$ cat src/rtl/bit_to_symbol_mapper_pkg.sv
// Shared modem header: bits-per-symbol for each supported constellation.
// Imported by the symbol mapper and available to the rest of the modulator.
package bit_to_symbol_mapper_pkg;

  localparam int unsigned MOD_QPSK   = 2;
  localparam int unsigned MOD_8PSK   = 3;
  localparam int unsigned MOD_16APSK = 4;
  localparam int unsigned MOD_32APSK = 5;

endpackage

$ cat src/rtl/bit_to_symbol_mapper.sv
// bit_to_symbol_mapper
//   Repacks an AXI-Stream of INPUT_WIDTH-bit payload words into
//   SYMBOL_WIDTH-bit constellation indices, MSB first, zero-extended to
//   ADDRESS_WIDTH for the symbol lookup table. Bits carry across word
//   boundaries; a frame that does not end on a symbol boundary ends with a
//   zero-padded symbol carrying tlast. Frames never merge.
//
// Ports
//   data_in_aclk     clock, rising edge
//   data_in_aresetn  synchronous active-low reset
//   data_in_*        input stream (tdata bit INPUT_WIDTH-1 sent first)
//   data_out_*       registered output stream of symbol indices
module bit_to_symbol_mapper
  import bit_to_symbol_mapper_pkg::*;
#(
  parameter int unsigned INPUT_WIDTH   = 8,
  parameter int unsigned SYMBOL_WIDTH  = MOD_QPSK,
  parameter int unsigned ADDRESS_WIDTH = 8
) (
  input  logic                     data_in_aclk,
  input  logic                     data_in_aresetn,
  output logic                     data_in_tready,
  input  logic [INPUT_WIDTH-1:0]   data_in_tdata,
  input  logic                     data_in_tlast,
  input  logic                     data_in_tvalid,
  input  logic                     data_out_tready,
  output logic [ADDRESS_WIDTH-1:0] data_out_tdata,
  output logic                     data_out_tlast,
  output logic                     data_out_tvalid
);

  localparam int unsigned BUF_W = INPUT_WIDTH + SYMBOL_WIDTH - 1;
  localparam int unsigned EXT_W = BUF_W + SYMBOL_WIDTH;
  localparam int unsigned CNT_W = $clog2(INPUT_WIDTH + 2 * SYMBOL_WIDTH + 1);

  localparam logic [CNT_W-1:0] SW_C  = CNT_W'(SYMBOL_WIDTH);
  localparam logic [CNT_W-1:0] SW2_C = CNT_W'(2 * SYMBOL_WIDTH);
  localparam logic [CNT_W-1:0] IW_C  = CNT_W'(INPUT_WIDTH);

  logic [BUF_W-1:0]         bit_buf_q, bit_buf_d;
  logic [CNT_W-1:0]         bit_count_q, bit_count_d;
  logic                     last_pending_q, last_pending_d;
  logic [ADDRESS_WIDTH-1:0] out_tdata_q, out_tdata_d;
  logic                     out_tlast_q, out_tlast_d;
  logic                     out_tvalid_q, out_tvalid_d;

  logic                     out_free;
  logic                     extract;
  logic                     accept;
  logic                     final_sym;
  logic [CNT_W-1:0]         take;
  logic [CNT_W-1:0]         remaining;
  logic [EXT_W-1:0]         buf_ext;
  logic [SYMBOL_WIDTH-1:0]  symbol;

  assign out_free  = !out_tvalid_q || data_out_tready;
  assign extract   = out_free &&
                     ((bit_count_q >= SW_C) || (last_pending_q && (bit_count_q != '0)));
  assign final_sym = last_pending_q && (bit_count_q <= SW_C);

  // Accept a word only when the survivors of this cycle's extract are fewer
  // than one symbol, so the buffer never exceeds INPUT_WIDTH+SYMBOL_WIDTH-1.
  assign data_in_tready = data_in_aresetn && !last_pending_q &&
                          ((bit_count_q < SW_C) || (extract && (bit_count_q < SW2_C)));
  assign accept         = data_in_tvalid && data_in_tready;

  always_comb begin
    take      = (bit_count_q < SW_C) ? bit_count_q : SW_C;
    remaining = extract ? (bit_count_q - take) : bit_count_q;

    // Appending SYMBOL_WIDTH zeros below the buffer makes one shift serve both
    // the full-symbol case and the zero-padded tail: the window
    // [bit_count-1 -: SYMBOL_WIDTH] of the buffer lands in the low bits.
    buf_ext = {bit_buf_q, {SYMBOL_WIDTH{1'b0}}};
    symbol  = SYMBOL_WIDTH'(buf_ext >> bit_count_q);

    bit_buf_d      = bit_buf_q;
    bit_count_d    = remaining;
    last_pending_d = last_pending_q;
    out_tdata_d    = out_tdata_q;
    out_tlast_d    = out_tlast_q;
    out_tvalid_d   = out_tvalid_q;

    // Surviving bits sit in the low end of the buffer; the new word goes
    // underneath them. Stale bits above bit_count are never read.
    if (accept) begin
      bit_buf_d   = (bit_buf_q << INPUT_WIDTH) | BUF_W'(data_in_tdata);
      bit_count_d = remaining + IW_C;
    end

    if (extract) begin
      out_tdata_d  = ADDRESS_WIDTH'(symbol);
      out_tlast_d  = final_sym;
      out_tvalid_d = 1'b1;
    end else if (data_out_tready) begin
      out_tvalid_d = 1'b0;
    end

    if (accept && data_in_tlast) begin
      last_pending_d = 1'b1;
    end else if (extract && final_sym) begin
      last_pending_d = 1'b0;
    end
  end

  always_ff @(posedge data_in_aclk) begin
    if (!data_in_aresetn) begin
      bit_buf_q      <= '0;
      bit_count_q    <= '0;
      last_pending_q <= 1'b0;
      out_tdata_q    <= '0;
      out_tlast_q    <= 1'b0;
      out_tvalid_q   <= 1'b0;
    end else begin
      bit_buf_q      <= bit_buf_d;
      bit_count_q    <= bit_count_d;
      last_pending_q <= last_pending_d;
      out_tdata_q    <= out_tdata_d;
      out_tlast_q    <= out_tlast_d;
      out_tvalid_q   <= out_tvalid_d;
    end
  end

  assign data_out_tdata  = out_tdata_q;
  assign data_out_tlast  = out_tlast_q;
  assign data_out_tvalid = out_tvalid_q;

endmodule

$ cat config.mk
export PLATFORM = sky130hd
export DESIGN_NAME = bit_to_symbol_mapper
export DESIGN_NICKNAME = d
export VERILOG_FILES = /design/src/rtl/bit_to_symbol_mapper_pkg.sv /design/src/rtl/bit_to_symbol_mapper.sv
export SDC_FILE = /design/constraint.sdc
export NUM_CORES = 1
export LEC_CHECK = 0
export BUFFER_PORTS_ARGS = -buffer_cell sky130_fd_sc_hd__clkbuf_2
export CAP_MARGIN = 20
export CORE_MARGIN = 2
export CORE_UTILIZATION = 35
export CTS_CLUSTER_SIZE = 25
export DETAILED_ROUTE_END_ITERATION = 16
export GPL_TIMING_DRIVEN = 0
export PLACE_DENSITY = 0.61
export SYNTH_ARGS = -nofsm -noshare
export SYNTH_HDL_FRONTEND = slang
export SYNTH_SLANG_ARGS = --single-unit
$ cat constraint.sdc
create_clock -name data_in_aclk -period 1.6 [get_ports data_in_aclk]
set_input_delay 0.08 -clock data_in_aclk [delete_from_list [all_inputs] [get_ports data_in_aclk]]
set_output_delay 0.08 -clock data_in_aclk [all_outputs]
set_load 0.02 [all_outputs]
# After elaboration in Yosys (flattened, before gate mapping)
# Cells that the tools add are included.
# op_classes
n_mux	7
shifts	1
n_addsub	2
magnitude_cmp	4
reduce_logical	17
bitwise_logic	1
# op_table
operator	count
4-bit 2-to-1 mux	3
11-bit by 4-bit >> shifter with 2-bit output	1
1-bit logical AND	9
9-bit by 8-bit bitwise OR with 9-bit output	1
4-bit adder (second input constant)	1
4-bit by 2-bit greater-or-equal comparator with 1-bit output (second input constant)	1
4-bit by 2-bit less-or-equal comparator with 1-bit output (second input constant)	1
4-bit by 2-bit < comparator with 1-bit output (second input constant)	1
4-bit by 3-bit < comparator with 1-bit output (second input constant)	1
1-bit 2-to-1 mux	4
2-bit nonzero test	2
4-bit nonzero test	1
4-bit subtractor	1
1-bit logical OR	3
1-bit zero test	2
# totals
output_inout_bits	11
register_bits	18
in_bits	13
elab_cells	38

# Logic depth before layout (Yosys ltp)
# Gate-level depths: netlist (run 1).
# depth
ltp_word	10
depth_mapped	5

# Worst setup path after synthesis (run 1)
# OpenSTA, ideal clock, no wires.
# synth_timing
kind	reg-to-reg
start	register bit_count_q[1]
end	register bit_count_q[2]
required_time_ps	1530
arrival_ps	1439
n_path_buf	1
synth_period_minus_slack_ps	1508
setup_slack_ps	92
stages_incl_launch_ff	6
path_cell_list	dfxtp_1 > buf_2 > or2_2 > ha_1 > or3b_1 > a21oi_1
# synth_via
elab_chain_cells	9
elab_cells_between_ends	16
cone_classes	2 x add/sub; 3 x order compare; 3 x mux; 8 x reduce/logical
# synth_rtl
item	line	rtl
start: declaration	bit_to_symbol_mapper.sv:41	logic [CNT_W-1:0] bit_count_q, bit_count_d;
start signal: assignment	bit_to_symbol_mapper.sv:116	bit_count_q <= bit_count_d;
parallel branches: the longest is 8 deep, another holds 4-bit by 2-bit < comparator with 1-bit output	-	
4-bit 2-to-1 mux *	bit_to_symbol_mapper.sv:86	if (accept) begin
# Every way passes the cells marked *.
# A chain may end at the register's enable or synchronous reset.

# Worst setup path in the final report (run 1)
# Ends and elaborated chain as after synthesis.

==> results of run 1 <==
==> per-stage QoR <==
step	cell area, µm²	total power [µW]	TNS [ns]	setup slack, ns
finish	1190	1090	0	0.0603
global route	1190	1160	0	0.0112
CTS	1180	1110	0	0.0190
detailed placement	1110	803	-0.00700	-0.00700
global placement	1110	794	0	0.0119
floorplan	986	727	0	0.0917
==> timing repair <==
action | in CTS | in global routing
pin swaps | 0 | 1
setup buffers | 1 | 0
cloned | 0 | 0
setup endpoints to repair | 2 | 1
endpoints found under the hold margin | 2 | 0
gates resized for setup | 5 | 1
hold buffers | 2 | 0
==> layer usage <==
layer / up-vias / part of all wire [%] / track usage [%]
li1: 426 / - / -
met1: 396 / 45 / 17.1
met4: 0 / 2.0 / 3.40
met5: - / 0 / 0
met2: 23 / 47 / 23.3
met3: 7 / 5.8 / 4.15
==> flip-flops by register name, indices dropped and copies added (netlist names) <==
| register | count |
|---|---|
| last_pending_q | 1 |
| bit_count_q | 4 |
| data_out_tdata | 2 |
| data_out_tvalid | 1 |
| bit_buf_q | 9 |
| data_out_tlast | 1 |
==> final timing paths <==
| path | endpoint | slack (ns) | cells past startpoint |
|---|---|---|---|
| hold reg to reg | data_out_tlast$_SDFFE_PN0P_ | 0.52 | 2 |
| setup reg to reg | bit_count_q[2]$_SDFFE_PN0P_ | 0.06 | 5 |
| setup / recovery | bit_count_q[2]$_SDFFE_PN0P_ | 0.06 | 5 |
| hold / removal | bit_buf_q[5]$_SDFFE_PN0N_ | 0.004 | 3 |
==> cells in the mapped netlist (all sizes together) <==
| library cell | instances |
|---|---|
| dfxtp | 18 |
| mux2i | 13 |
| nor2 | 12 |
| buf | 10 |
| a21oi | 8 |
| o21ai | 6 |
| nor2b | 4 |
| nor3 | 4 |
| a31oi | 3 |
| nand2 | 3 |
| and3 | 2 |
| clkbuf | 2 |
| conb | 2 |
| inv | 2 |
| mux2 | 2 |
| nand3b | 2 |
| a2111oi | 1 |
| a22oi | 1 |
| a2bb2oi | 1 |
| and2 | 1 |
| ha | 1 |
| mux4 | 1 |
| nand2b | 1 |
| nand4 | 1 |
| nand4b | 1 |
| nor3b | 1 |
| o41ai | 1 |
| or2 | 1 |
| or3b | 1 |
| xnor2 | 1 |
==> cell families after synthesis <==
family | count (synthesis) | synth area share [%]
flops | 18 | 37.3
mux | 16 | 18.5
buf+inv | 14 | 8.93
fa+ha+maj | 1 | 1.29
compound gates | 21 | 13.7
simple gates | 34 | 18.6
xor+xnor | 1 | 0.906
other cells | 2 | 0.776
==> worst min-delay path: stages <==
cell,delay [ns]
clkbuf_2,0.07
mux2i_1,0.05
nor2_1,0.07
==> power groups by stage <==
stage               Clock [µW]  Combinational (µW)  Sequential [µW]
finish                     286                 290              517
global route               314                 321              522
CTS                        300                 289              516
detailed placement           0                 274              529
global placement             0                 267              527
floorplan                    0                 183              545
==> final cells by class <==
| class | count | area [µm²] | area share (%) |
|---|---|---|---|
| buffer | 12 | 85.1 | 7.17 |
| clock buffer | 4 | 36.3 | 3.06 |
| inverter | 2 | 7.51 | 0.632 |
| multi-input combinational | 80 | 542 | 45.6 |
| sequential | 18 | 365 | 30.8 |
| tap | 31 | 38.8 | 3.27 |
| timing repair buffer | 20 | 113 | 9.48 |
==> flow_summary.ini, run 1 <==
[clock_tree]
clock_latency_ns = 0.30
clock_path_buffers = 2
clk_pin_slew_ns = 0.10
cts_sinks = 18
cts_tree = done
root_buffer = clkbuf_4
ctsHtreeMaxLevel = 1
cts_buffers = 3

[power]
p_per_area_mw_per_mm2 = 921
swShare_pct = 31.0
power.leakage_uw = 0.000538
seq_power_share_pct = 47.2
power.internal_uw = 754
p_comb_share_pct = 26.6
peakVddDrop_uv = 569
net-switching-power_uw = 339
power_frac_clock_pct = 26.2

[cells_and_area]
final_common_cell = clkbuf_2
fin_nets = 151
drive_gt1_share_pct = 30.1
final_cells = 167
post-route-util_pct = 44.2
fill_cells = 291
final_cell_mix = 17 x clkbuf_2, 16 x dfxtp_1, 13 x mux2i_1
areaGrowthSynthToFinish_pct = 22.8
antenna_cells_inserted = 0

[sta]
min_period_ns = 1.54
clock.fmax_mhz = 649
final_max_slew_viol_count = 0
finalHoldViolations = 0
fin_crit_sh_pct = 96.2
finalClockSkew_ns = 0.00153
whs_ns = 0.00414
setup-violations-final = 0
grt_setup_unrepaired = false

[placement]
hpwl_um = 1470
dp.cells = 160
gp_congestion = 0.749
portBuffers = 17

[synthesis]
synth_area_um2 = 967
syn_avg_cell_area_um2 = 9.04
yosysWarnings = 0
yosysUniqueCellTypes = 34
synth_top_area_share_pct = 37.3
synthCells = 107
synthTopCellsByArea = dfxtp_1 37%, mux2i_1 13%, buf_4 4.7%
synth_seq_area_share_pct = 37.3
synth_top_area_cell = dfxtp_1
ys_ff_latch = 18

[critical_path]
startpoint = bit_count_q[1]$_SDFFE_PN0P_
crit_chain = buf_6, or2_2, ha_2, or3b_1, a21oi_1
cp.required_ns = 1.84
start_kind = flip-flop
slowest_stage = or3b_1
crit_type = reg2reg
max_stage_delay_ns = 0.37
worstPathArrival_ns = 1.78
r2r-start = bit_count_q[1]$_SDFFE_PN0P_
worst_path_dominant_cell_family = simple AND/OR/NAND/NOR gates
cp_num_buf_inv = 1
crit_fanout = 10
end_kind = flip-flop

[grt]
grtUsageTotal_pct = 13.8
overflow = 0
grt_max_degree = 11
grt_pass1_wl_um = 3530
grt_pass1_vias = 829
grt_antenna_before_repair = 0

[floorplan]
dieArea_mm2 = 0.00320
ios = 24
rows = 19
start_util_pct = 36.0
die_x_um = 56.6
die_y_um = 56.6
core_mm2 = 0.00269

[routing]
drc = 0
vias = 852
vias_per_cell = 5.10
drt_iter0_markers = 22
wire_per_inst_um = 12.2
firstDrtPassIters = 4
drtAntennaViolNets = 0
finalWirelength_um = 2040

[outcome]
outcome = finished clean

[job]
drv_cap = 0

[worst_hold_path]
holdCritPathClass = in2reg
hp-start = data_in_tdata[5]
Note: power is estimated with default switching activity, not from simulation.
==> run 2, diff against run 1 <==
--- a/config.mk
+++ b/config.mk
@@ -5,6 +5,7 @@
 export SDC_FILE = /design/constraint.sdc
 export NUM_CORES = 1
 export LEC_CHECK = 0
+export ABC_AREA = 1
 export BUFFER_PORTS_ARGS = -buffer_cell sky130_fd_sc_hd__clkbuf_2
 export CAP_MARGIN = 20
 export CORE_MARGIN = 2
@@ -12,7 +13,7 @@
 export CTS_CLUSTER_SIZE = 25
 export DETAILED_ROUTE_END_ITERATION = 16
 export GPL_TIMING_DRIVEN = 0
-export PLACE_DENSITY = 0.61
+export PLACE_DENSITY_LB_ADDON = 0.1
 export SYNTH_ARGS = -nofsm -noshare
 export SYNTH_HDL_FRONTEND = slang
 export SYNTH_SLANG_ARGS = --single-unit
==> run 2 against run 1 <==
Synthesized cell count is 52% higher. Utilization decreased by 0.83 points. Area after synthesis grew 18%. Total power is 25% higher. Routed wire length increased by 18%. Maximum frequency is 4.7% higher. Sequential share of layout area fell by 3.8 points. Non-clock buffer count fell by 3. Flip-flop and latch count unchanged. Worst hold slack improved by 0.0077 ns. Sequential power rose by 7.7%. Setup slack gained 0.070 ns. Highest routed layer unchanged.
==> flow_summary.ini, run 2 <==
[critical_path]
startpoint = bit_count_q[1]$_SDFFE_PN0P_
end_kind = output pin
r2r-start = bit_count_q[2]$_SDFFE_PN0P_
crit_fanout = 10
worstPathArrival_ns = 1.39
crit_type = reg2out
start_kind = flip-flop
cp.required_ns = 1.52

[cells_and_area]
seqCellArea_um2 = 360
largest_register_ffs = 9
final_cell_mix = 47 x nand2_1, 18 x dfxtp_1, 17 x clkbuf_2
antenna_cells_inserted = 0
areaGrowthSynthToFinish_pct = 16.7
max_flop_register = bit_buf_q
post-route-util_pct = 43.4
fill_cells = 367
multi_input_area_um2 = 624
final_common_cell = nand2_1
fin_nets = 205
drive_gt1_share_pct = 31.7

[synthesis]
yosysWarnings = 0
synth-edff-count = 0
synth_area_mm2 = 0.00114
synth_top_area_cell = dfxtp_1
ys_ff_latch = 18
synthTopCellsByCount = 47 x nand2_1, 18 x dfxtp_1, 16 x inv_1, 16 x nand3_1
syn_avg_cell_area_um2 = 7.02
synth_flop_cell = dfxtp_1
synthTopCellsByArea = dfxtp_1 32%, nand2_1 15%, nand3_2 11%
synthMostInstantiatedCell = nand2_1
synth_top_area_share_pct = 31.5
async_flop_share_pct = 0
synth_seq_area_share_pct = 31.5
yosysUniqueCellTypes = 24
synthCells = 163

[routing]
drc = 0
finalWirelength_um = 2400
drtAntennaViolNets = 0
vias = 1048
wire_per_inst_um = 10.3
vias_per_cell = 4.50
firstDrtPassIters = 4
drt_iter0_markers = 27

[floorplan]
die_y_um = 61.2
core_mm2 = 0.00308
dieArea_mm2 = 0.00374
ios = 24
start_util_pct = 37.2
rows = 20
die_x_um = 61.2

[worst_hold_path]
holdCritPathClass = in2reg
hp-start = data_in_tdata[4]

[clock_tree]
root_buffer = clkbuf_4
clock_latency_ns = 0.29
clock_path_buffers = 2
ctsHtreeMaxLevel = 1
postCtsSetupRepairBufs = 0
clk_pin_slew_ns = 0.10
cts_tree = done
cts_sinks = 18
cts_buffers = 3

[power]
power.leakage_uw = 0.000622
p_per_area_mw_per_mm2 = 1020
power_uw = 1370
peakVddDrop_uv = 448

[grt]
grt_antenna_before_repair = 0
grtUsageTotal_pct = 16.1
grt_pass1_vias = 1023
overflow = 0
grt_max_degree = 11
grt_pass1_wl_um = 4460

[job]
drv_cap = 0

[outcome]
outcome = finished clean

[sta]
grt_setup_unrepaired = false
fin_crit_sh_pct = 91.9
final_max_slew_viol_count = 0
min_period_ns = 1.47
setup_tns_ns = 0
setup-violations-final = 0
clock.fmax_mhz = 680
finalHoldViolations = 0
finalClockSkew_ns = 0.00101

[placement]
gp_congestion = 0.803
hpwl_um = 1890
portBuffers = 17
[run 2: per-stage QoR]
stage	instance area [µm²]	std cells	worst slack (ns)	hold slack [ns]
final	1340	233	0.130	0.0118
after global routing	1340	233	0.0285	0.00319
after CTS	1340	233	0.0884	0.00561
after detailed placement	1300	229	0.346	0.329
after global placement	1300	229	0.361	0.320
after floorplan	1160	168	0.473	0.201
[run 2: area by class of cell]
type / count / share of cell area (%)
Inverter: 21 / 6.09
Clock buffer: 3 / 1.69
Sequential cell: 18 / 27.0
Tap cell: 44 / 4.12
Timing Repair Buffer: 18 / 7.12
Multi-Input combinational cell: 118 / 46.8
Buffer: 11 / 7.22
[run 2: repair_timing]
item | in CTS | in global routing
gates resized for setup | 0 | 0
hold endpoints to repair | 1 | 0
hold buffers | 1 | 0
[run 2: where the power goes]
part	switching (µW)	internal [µW]	total (µW)
clock	138	87.6	226
combinational	367	215	582
sequential	46.7	510	557
total	552	813	1370
[run 2: kinds of logic after synthesis]
kind of cell / count (synthesis) / share of synthesized area [%]
simple gates: 95 / 42.7
compound gates: 15 / 8.53
buf+inv: 32 / 15.5
fa+ha+maj: 1 / 1.09
other cells: 2 / 0.657
flops: 18 / 31.5
[run 2: path summary, 6_finish.rpt]
kind / cells after the start / endpoint / slack [ns]
max: 5 / data_in_tready / 0.13
min: 3 / bit_buf_q[4]$_SDFFE_PN0N_ / 0.01
max reg2reg: 8 / data_out_tdata[0]$_SDFFE_PN0P_ / 0.34
min reg2reg: 2 / data_out_tlast$_SDFFE_PN0P_ / 0.47
[run 2: critical path, stage by stage, from the launching register on]
cell and delay (ns):
dfxtp_1 0.32, buf_4 0.16, nand3_2 0.13, and2_4 0.19, buf_12 0.14, clkbuf_2 0.15
[run 2: layer usage]
metal / GRT usage (%) / vias to the layer above / routed length (µm)
met4: 4.66 / 0 / 19
li1: - / 551 / -
met2: 28.6 / 21 / 1210
met5: 0 / - / 0
met3: 3.99 / 2 / 127
met1: 19.0 / 474 / 1040
